**src/rtl/div_sched.sv**
```systemverilog
// div_sched: round-robin scheduler sharing one external iterative divider
// among N requesters.
//
// The winning request's operands are latched. The divider is then reset
// through div_start for one cycle, and the block waits for div_valid. The
// quotient and remainder go back to the winner with a one-cycle resp_valid
// pulse.
//
// Ports:
//   clk, rst            clock, synchronous active-high reset
//   req_valid/req_ready per-requester request level / one-cycle accept pulse
//   req_D, req_d        packed dividends/divisors, requester i at [i*W +: W]
//   resp_valid          one-hot one-cycle result pulse to the owner
//   resp_q, resp_r      quotient/remainder, valid with resp_valid
//   busy                high whenever the FSM is not IDLE
//   div0                divide-by-zero flag, qualified by resp_valid
//   div_D, div_d        latched operands to the divider
//   div_start           divider reset (rst OR state START)
//   div_q, div_r        divider results
//   div_valid           divider done flag
//
// Optional feature: define DIV_ZERO_BYPASS_EN to answer zero-divisor
// requests directly (q = all ones, r = D, div0 = 1) without the divider.
// When it is not defined, div0 is tied low.
module div_sched #(
  parameter int unsigned N = 2,
  parameter int unsigned W = 4
) (
  input  logic           clk,
  input  logic           rst,
  input  logic [N-1:0]   req_valid,
  output logic [N-1:0]   req_ready,
  input  logic [N*W-1:0] req_D,
  input  logic [N*W-1:0] req_d,
  output logic [N-1:0]   resp_valid,
  output logic [W-1:0]   resp_q,
  output logic [W-1:0]   resp_r,
  output logic           busy,
  output logic           div0,
  output logic [W-1:0]   div_D,
  output logic [W-1:0]   div_d,
  output logic           div_start,
  input  logic [W-1:0]   div_q,
  input  logic [W-1:0]   div_r,
  input  logic           div_valid
);

  localparam int unsigned IW = (N > 1) ? $clog2(N) : 1;

  typedef enum logic [1:0] {IDLE, START, WAIT, RESP} state_e;

  state_e        state_q, state_d;
  logic [IW-1:0] ptr_q, ptr_d;
  logic [IW-1:0] gnt_q, gnt_d;
  logic [W-1:0]  opD_q, opD_d;
  logic [W-1:0]  opd_q, opd_d;
  logic [W-1:0]  resq_q, resq_d;
  logic [W-1:0]  resr_q, resr_d;
`ifdef DIV_ZERO_BYPASS_EN
  logic          div0_q, div0_d;
`endif

  logic          any_req;
  logic [IW-1:0] gsel;
  logic [W-1:0]  selD, seld;

  // Rotating-priority search: the first asserted request at or after the
  // pointer, wrapping modulo N.
  always_comb begin
    int unsigned   idx;
    logic [IW-1:0] cur;
    any_req = 1'b0;
    gsel    = '0;
    idx     = 0;
    cur     = '0;
    for (int unsigned k = 0; k < N; k++) begin
      idx = (32'(ptr_q) + k) % N;
      cur = IW'(idx);
      if (!any_req && req_valid[cur]) begin
        any_req = 1'b1;
        gsel    = cur;
      end
    end
  end

  // Operand mux for the selected requester.
  always_comb begin
    selD = '0;
    seld = '0;
    for (int unsigned i = 0; i < N; i++) begin
      if (gsel == IW'(i)) begin
        selD = req_D[i*W +: W];
        seld = req_d[i*W +: W];
      end
    end
  end

  always_comb begin
    state_d    = state_q;
    ptr_d      = ptr_q;
    gnt_d      = gnt_q;
    opD_d      = opD_q;
    opd_d      = opd_q;
    resq_d     = resq_q;
    resr_d     = resr_q;
`ifdef DIV_ZERO_BYPASS_EN
    div0_d     = div0_q;
`endif
    req_ready  = '0;
    resp_valid = '0;

    case (state_q)
      IDLE: begin
        if (any_req) begin
          req_ready[gsel] = 1'b1;
          gnt_d           = gsel;
          opD_d           = selD;
          opd_d           = seld;
          ptr_d           = (gsel == IW'(N - 1)) ? '0 : gsel + 1'b1;
`ifdef DIV_ZERO_BYPASS_EN
          div0_d          = 1'b0;
          if (seld == '0) begin
            // Zero divisor: answer directly and leave the divider untouched.
            resq_d  = '1;
            resr_d  = selD;
            div0_d  = 1'b1;
            state_d = RESP;
          end else begin
            state_d = START;
          end
`else
          state_d         = START;
`endif
        end
      end
      // div_valid may still be high from the previous operation here, so
      // it is not looked at until WAIT.
      START: state_d = WAIT;
      WAIT: begin
        if (div_valid) begin
          resq_d  = div_q;
          resr_d  = div_r;
          state_d = RESP;
        end
      end
      RESP: begin
        resp_valid[gnt_q] = 1'b1;
        state_d           = IDLE;
      end
      default: state_d = IDLE;
    endcase
  end

  always_ff @(posedge clk) begin
    if (rst) begin
      state_q <= IDLE;
      ptr_q   <= '0;
      gnt_q   <= '0;
      opD_q   <= '0;
      opd_q   <= '0;
      resq_q  <= '0;
      resr_q  <= '0;
`ifdef DIV_ZERO_BYPASS_EN
      div0_q  <= 1'b0;
`endif
    end else begin
      state_q <= state_d;
      ptr_q   <= ptr_d;
      gnt_q   <= gnt_d;
      opD_q   <= opD_d;
      opd_q   <= opd_d;
      resq_q  <= resq_d;
      resr_q  <= resr_d;
`ifdef DIV_ZERO_BYPASS_EN
      div0_q  <= div0_d;
`endif
    end
  end

  assign div_D     = opD_q;
  assign div_d     = opd_q;
  assign div_start = rst | (state_q == START);
  assign busy      = (state_q != IDLE);
  assign resp_q    = resq_q;
  assign resp_r    = resr_q;
`ifdef DIV_ZERO_BYPASS_EN
  assign div0      = div0_q & (state_q == RESP);
`else
  assign div0      = 1'b0;
`endif

endmodule
```
**config.mk**
```make
export PLATFORM = sky130hd
export DESIGN_NAME = div_sched
export DESIGN_NICKNAME = d
export VERILOG_FILES = /design/src/rtl/div_sched.sv
export SDC_FILE = /design/constraint.sdc
export NUM_CORES = 1
export LEC_CHECK = 0
export CAP_MARGIN = 20
export CORE_AREA = 4 4 46 48
export CTS_CLUSTER_SIZE = 25
export DETAILED_ROUTE_END_ITERATION = 8
export DIE_AREA = 0 0 50 52
export DONT_BUFFER_PORTS = 1
export PLACE_DENSITY = 0.72
export SLEW_MARGIN = 20
export SYNTH_ARGS = -nofsm -noshare
export SYNTH_HDL_FRONTEND = slang
export SYNTH_SLANG_ARGS = --single-unit
```
**constraint.sdc**
```tcl
create_clock -name clk -period 2.1 [get_ports clk]
set_clock_uncertainty 0.1 [all_clocks]
set_input_delay 0.42 -clock clk [delete_from_list [all_inputs] [get_ports clk]]
set_output_delay 0.42 -clock clk [all_outputs]
set_load 0.005 [all_outputs]
```
==> impl_summary.md, run 1 <==
Timing
The post-layout worst setup margin is between 0.1 and 0.15 ns. The max-slew violation count is 0. For this run, the top clock speed supported by timing is 0.510 GHz. The aggregate negative setup slack is 0 ns. The final cycle utilization of the critical path is between 90% and 100%.

Final hold analysis gives a worst-case slack of 0.0739 ns. The number of failing hold endpoints at the final stage is 0. Setup violations remaining at the end of the flow were counted as 0. The clock period minus final worst setup slack is ~2.0 ns. Setup repair after global routing left no endpoint under its margin.

Worst setup path
The end point of the critical path is req_ready[1]. The signal on the critical path passes through inv_1 -> ha_1 -> inv_1 -> nor3_2. The cell count of the worst reg-to-reg path is 5.

Among the stages of the critical path, the cell type that occurs most often is inv_1. The worst register-to-register path begins at state_q[1]$_SDFFE_PP0P_. STA classifies the critical path endpoint as a primary output. STA classifies the critical path startpoint as a flip-flop. The critical path data arrival time is 1.44 ns. The beginning of the critical path is state_q[1]$_SDFFE_PP0P_. The path type of the worst setup path is flip-flop to primary output. In this run the worst path has a maximum fanout of 7.

The worst-path cell with the longest stage delay is dfxtp_1. The required arrival time at the worst endpoint is 1.58 ns. The worst reg-to-reg setup slack is 0.39 ns. On the worst path, the slowest cell contributes a delay of about 0.37 ns. In this run the critical register-to-register path is captured at div_d[1]$_SDFFE_PP0P_.

Route
In the routed design, unresolved DRC markers number 0. The final routed wirelength across all metal layers is 2060 um. The routed layout has 749 vias. The per-cell via count in the routed design is 5.76. The first detailed-routing pass took 4 iterations. After detailed routing, the average wire length per cell comes to 15.8 um. The post-route antenna net violation count is 0. The number of DRC markers after the initial detailed-route iteration is 5.

Logic synthesis
Yosys printed 0 warnings. In the post-synthesis netlist, the biggest area contributors are dfxtp_1 (41%), ha_1 (6.4%), a221o_1 (6.1%), a21oi_1 (5.1%), nand3_1 (5.1%). Sequential cells were found to cover 40.9% of the synthesized design area. After synthesis, the netlist uses 29 different library cells.

The area share of the largest cell type after synthesis is 40.9%. The most area-hungry cell type in the Yosys netlist is dfxtp_1. The average size of a mapped cell is 9.06 um2. The netlist area before placement is 978 um2. The number of instances in the synthesized netlist is roughly 110.

The total of flip-flops plus latches after synthesis is 20. The number of nets in the synthesized netlist is 142.

GRT
The wire length of the first global-routing pass is 3180 um. The initial antenna violation count is 0. Entering global routing, the biggest net connects 25 pins. The via count of the first global-routing pass is ~720.

After global routing the overflow that remains totals 0. Global routing consumed, over all layers together, between 15 and 20% of the routing resources.

Status
The flow ran to the end, and the final reports show no timing, DRC or antenna violations.

Worst hold path
The class of the tightest hold or removal check is input pin to flip-flop.

CTS
The clock net sink count is 20. The clock reaches the later pin of the worst-skew pair after 0.29 ns. The H-tree depth reported by CTS is 1. The clock-pin transition on the worst setup and hold timing paths is 0.12 ns.

No sink is reached through more buffers than the 2 on the longest clock path. In this run the clock root is driven by a clkbuf_4. TritonCTS built the clock tree. The cts-stage hold buffer count is 0. Buffers inserted during clock tree synthesis total 3.

Floorplanning
The top-level I/O count is between 50 and 60. The starting utilization of the core area is 57.3%. The core region is 1710 um2. From bottom edge to top edge, the die measures 52 um. The floorplan has 15 rows.

The total die area is 2600 um2. From left edge to right edge, the die measures about 50 um.

Cells and area
The total inserted antenna cells is 0. The leading cell type in the layout, fill and taps excluded is dfxtp_1. The count of nets after finishing is 140. Of the cells placed in the final design, the portion with a size suffix greater than 1 is 8.57%. Compared with the post-synthesis result, the final layout area differs by 4.86%. The finished layout cell area is 1030 um2. The library cells used most frequently in the layout, excluding fill and tap cells, are dfxtp_1 (20), nand2_1 (11), a21oi_1 (10), nand3_1 (10).

Placement
The placed instances occupy a cell area of ~970 um2. The number of port buffers is 0. The congestion estimate from routability-driven global placement came to 0.771.

At the placement stage, the worst setup path has a slack of ~0.44 ns. Detailed placement ended at an HPWL of between 1500 and 2000 um.

Pwr
The analysis attributes to net switching a power of 436 uW. The sequential group share of total power is 42.8%. The peak supply drop is 0.000588 V. Summed over all cells, the static leakage comes to approximately 0.00038 uW. Per report_power, the combinational group accounts for between 30 and 40% of the total. The power density over the cells is between 1000 and 1500 nW/um2. The share of total power dissipated in the clock network is around a quarter.

Net switching is 34.2% of the power. The internal power consumption is 839 uW.

Run
The tool flagged a number of max-cap violations equal to 0.
cell type report:
type	instances	area (um2)
clock buffers	3	22.5
clock inverters	1	30.0
fillers	155	682
inverters	5	18.8
multi-input cells	76	523
flip-flops and latches	20	400
well taps	25	31.3
critical path: cells and delay by family (launching register included):
kind / cells / cell delay, ns
adders and majority gates: 1 / 0.27
buffers and inverters: 2 / 0.27
DFF: 1 / 0.37
and+or+nand+nor: 1 / 0.23
cells in the mapped netlist:
cell type / number
nand2_1: 11
nor2b_1: 1
nor2_1: 5
a21boi_4: 1
nor4_4: 1
clkbuf_1: 2
a21oi_1: 10
ha_1: 5
nor3_1: 1
and2b_1: 1
o21a_1: 2
o21ai_0: 3
buf_4: 1
conb_1: 1
dfxtp_1: 20
a32oi_1: 2
buf_6: 1
nor3b_1: 6
or2_2: 1
buf_2: 3
nand2b_1: 3
nand3_1: 10
mux2i_1: 1
nor3b_2: 1
inv_1: 5
a311oi_1: 2
and2_1: 1
or3b_1: 1
a221o_1: 6
how the worst min path moves through the flow:
| stage | to | startpoint | cells past startpoint | slack, ns |
|---|---|---|---|---|
| after floorplan | resp_q[0]$_SDFFE_PP0P_ | resp_q[0]$_SDFFE_PP0P_ | 2 | 0.35 |
| after global placement | resp_q[3]$_SDFFE_PP0P_ | resp_q[3]$_SDFFE_PP0P_ | 2 | 0.36 |
| after detailed placement | resp_r[3]$_SDFFE_PP0P_ | resp_r[3]$_SDFFE_PP0P_ | 2 | 0.37 |
| after CTS | resp_r[3]$_SDFFE_PP0P_ | rst | 1 | 0.07 |
| after global routing | resp_q[3]$_SDFFE_PP0P_ | rst | 1 | 0.06 |
| final | resp_r[3]$_SDFFE_PP0P_ | rst | 1 | 0.07 |
timing repair:
item                       in CTS  in global routing
setup buffers                   0                  0
setup endpoints to repair       0                  1
resized for setup               0                  1
registers in the layout, summed over array words and instances, names as in the netlist:
| name | count |
|---|---|
| div_D | 4 |
| div_d | 4 |
| resp_q | 4 |
| resp_r | 4 |
| state_q | 2 |
| gnt_q | 1 |
| ptr_q | 1 |
layer usage:
metal  GRT usage (%)  routed length (um)  vias up
met1            17.8                 809      330
met2            25.2                 971       39
li1                -                   -      378
met5               0                   0        -
met4            6.91                  12        0
met3            7.74                 262        2
through the flow:
stage	total power [uW]	utilization, %	instances
after global routing	1360	60.1	130
after floorplan	900	-	108
after detailed placement	967	56.7	126
after CTS	1280	59.8	130
final	1280	60.1	130
after global placement	950	56.7	126
kinds of logic (layout without fill, tap and decap cells):
| logic type | Yosys count | count (layout) | share of synthesized area, % |
|---|---|---|---|
| flip-flops | 20 | 20 | 40.9 |
| other | 1 | 1 | 0.383 |
| adder cells (fa/ha/maj) | 5 | 5 | 6.39 |
| AO/OA/AOI/OAI | 26 | 26 | 19.8 |
| multiplexers | 1 | 1 | 1.02 |
| AND/OR/NAND/NOR | 43 | 43 | 25.3 |
| buffers and inverters | 12 | 9 | 6.14 |
power by group through the flow:
| stage | combinational (uW) | sequential, uW | clock [uW] |
|---|---|---|---|
| global route | 466 | 559 | 333 |
| CTS | 414 | 548 | 317 |
| finish | 418 | 546 | 312 |
| global placement | 400 | 550 | 0 |
| detailed placement | 412 | 555 | 0 |
| floorplan | 369 | 531 | 0 |
No activity file was read; power rests on OpenSTA's default activity.
==> inputs of run 2 (changes only) <==
- HOLD_SLACK_MARGIN: unset -> 0.06
==> run 2 against run 1 <==
Net effect: wire length up 4.0%; register-to-register slack is essentially flat; hold slack got worse by 0.0018 ns; flip-flop and latch count unchanged; utilization up 1.2 points; non-clock buffer count grew 2; die area unchanged; sequential share of layout area is 0.75 points lower; critical path depth unchanged.
==> impl_summary.md, run 2 (same netlist as run 1, synthesis figures left out) <==
Timing
The highest attainable clock frequency is 0.509 GHz (-0.14%). The aggregate negative setup slack is 0 ns (unchanged). The clock period minus final worst setup slack came to 1.96 ns (+0.00281 ns). Setup repair after global routing left no endpoint under its margin. The number of failing hold endpoints at the final stage is 0 (unchanged). The total setup violations reported at the end of the flow is 0 (unchanged). The max-slew violation count is 0 (unchanged). The final cycle utilization of the critical path is 93.5% (+0.13 points).

Run
The max capacitance violation total came to 0 (unchanged).

Pwr
The power after layout came to 1280 uW (+0.69%). The peak supply drop is 0.000593 V (+0.93%). The power density over the cells came to 1230 nW/um2 (-1.2%). The static leakage is 0.000393 uW (+2.2%).

Route
The total number of vias is 755 (+0.80%). The total iterations of the first detailed-routing run was 4 (unchanged). The final routed wirelength across all metal layers is 2140 um (+4.0%).

The post-route antenna net violation count was 0 (unchanged). The per-cell via count in the routed design is 5.72 (-0.73%). The detailed-route DRC error count is 0 (unchanged).

The total routed wire length on the met1 layer is 883 um (+9.1%). The average wire per standard cell came to 16.2 um (+2.5%). The routed length on met2 is 991 um (+2.1%). The met3 layer wire length in the routed design is 251 um (-4.2%). The number of DRC markers after the initial detailed-route iteration came to 7 (+2).

The top layer used by detailed routing is met4.

CTS
The clock latency reported for the late side of the worst-skew pair is 0.30 ns (about the same). The clock net sink count was 20 (unchanged). The maximum count of clock buffers along a single path is 2 (unchanged). TritonCTS built the clock tree. The H-tree depth reported by CTS is 1 (unchanged). The clock root buffer master is clkbuf_4.

The clock-pin transition on the worst setup and hold timing paths is 0.12 ns (about the same). The number of buffers added by the clock tree synthesis step is 3 (unchanged).

Placement
The cell count after placement is 126 (unchanged). The total placed instance area is 968 um2 (unchanged). The weighted congestion reported at the end of routability-driven placement is 0.771 (unchanged). The post-detailed-placement half-perimeter wirelength is 1570 um (unchanged). The number of port buffers is 0 (unchanged).

Floorplanning
The total number of placement rows is 15 (unchanged). The area of the core came to 1710 um2 (unchanged). The top-level I/O count is 52 (unchanged). The total die area is 2600 um2 (unchanged). The width of the die was 50 um (unchanged).

The starting utilization of the core area is 57.3% (unchanged). The die extent in y is 52 um (unchanged).

Worst setup path
The required arrival time at the worst endpoint is 1.58 ns (about the same). The worst setup path is of the flip-flop to primary output kind. The critical path data arrival time came to 1.44 ns (about the same).

The element type at the critical path start is a flip-flop. The worst reg-to-reg setup slack is 0.39 ns (about the same). The maximum fanout count along the critical path is 7 (unchanged). The type of destination of the critical path is a primary output.

GRT
The initial antenna violation count is 0 (unchanged). The wire length of the first global-routing pass came to 3180 um (unchanged). The via count of the first global-routing pass is 719 (unchanged). The largest net degree at the start of global routing is 25 (unchanged).

The total routing resource utilization after global routing is 15.8% (unchanged). The residual overflow from global routing is 0 (unchanged).

Cells and area
Leaving out fill and tap cells, the most frequent cell in the layout is dfxtp_1. The count of non-filler cells in the finished layout is 132 (+1.5%). The count of nets after finishing is 142 (+1.4%). The share of post-route cells with drive strength above 1 is 8.41% (-0.16 points). The finished layout cell area is 1050 um2 (+2.0%). The total inserted antenna cells was 0 (unchanged). The layout overhead on the synthesized area is 6.91%. The library cells used most frequently in the layout, excluding fill and tap cells, are dfxtp_1 (20), nand2_1 (11), a21oi_1 (10), nand3_1 (10). The count of filler cells inserted in the layout is 153 (-1.3%).

Worst hold path
In this run the worst hold path is classified as input pin to flip-flop.

Status
The flow ran to the end, and the final reports show no timing, DRC or antenna violations.
-- run 2: cell count changes in the layout (fill, tap and decap cells not counted), sizes merged --
cell         change
dlygate4sd3      +2
-- run 2: layout make-up --
type	count	area, um2	area share, %
multi-input cells	76	523	50.0
clock buffers	3	22.5	2.15
inverters	5	18.8	1.79
well taps	25	31.3	2.99
repair buffers	2	20.0	1.91
clock inverters	1	30.0	2.87
flip-flops and latches	20	400	38.3
-- run 2: worst max-delay path, cell delays in order, from the launching register on --
cell	delay (ns)
dfxtp_1	0.37
inv_1	0.12
ha_1	0.27
inv_1	0.15
nor3_2	0.23
-- run 2: worst paths after layout --
check | startpoint | end | cells past startpoint
setup / recovery | state_q[1]$_SDFFE_PP0P_ | req_ready[1] | 4
hold / removal | rst | resp_r[2]$_SDFFE_PP0P_ | 1
setup reg to reg | state_q[1]$_SDFFE_PP0P_ | div_d[1]$_SDFFE_PP0P_ | 5
hold reg to reg | resp_r[2]$_SDFFE_PP0P_ | resp_r[2]$_SDFFE_PP0P_ | 2
-- run 2: layer usage --
layer / track usage (%) / vias to the layer above
li1: - / 382
met2: 25.2 / 40
met4: 6.91 / 0
met3: 7.74 / 2
met1: 17.8 / 331
met5: 0 / -
-- run 2: report_power, final --
group | switching (uW) | internal, uW | total, uW
Combinational | 245 | 179 | 424
Clock | 122 | 193 | 315
Sequential | 75.7 | 470 | 545
-- run 2: timing repair --
| action | CTS | global route |
|---|---|---|
| hold endpoints to repair | 0 | 7 |
| buffers inserted | 0 | 0 |
| resized for setup | 0 | 1 |
| hold buffers | 0 | 2 |
| setup endpoints to repair | 0 | 1 |
-- run 2: through the flow --
stage / worst slack (ns) / hold slack, ns / utilization, %
6_report: 0.137 / 0.0721 / 61.2
5_1_grt: 0.0263 / 0.0604 / 61.2
3_3_place_gp: 0.467 / 0.358 / 56.7
3_5_place_dp: 0.435 / 0.368 / 56.7
2_1_floorplan: 0.574 / 0.353 / -
4_1_cts: 0.121 / 0.0678 / 59.8
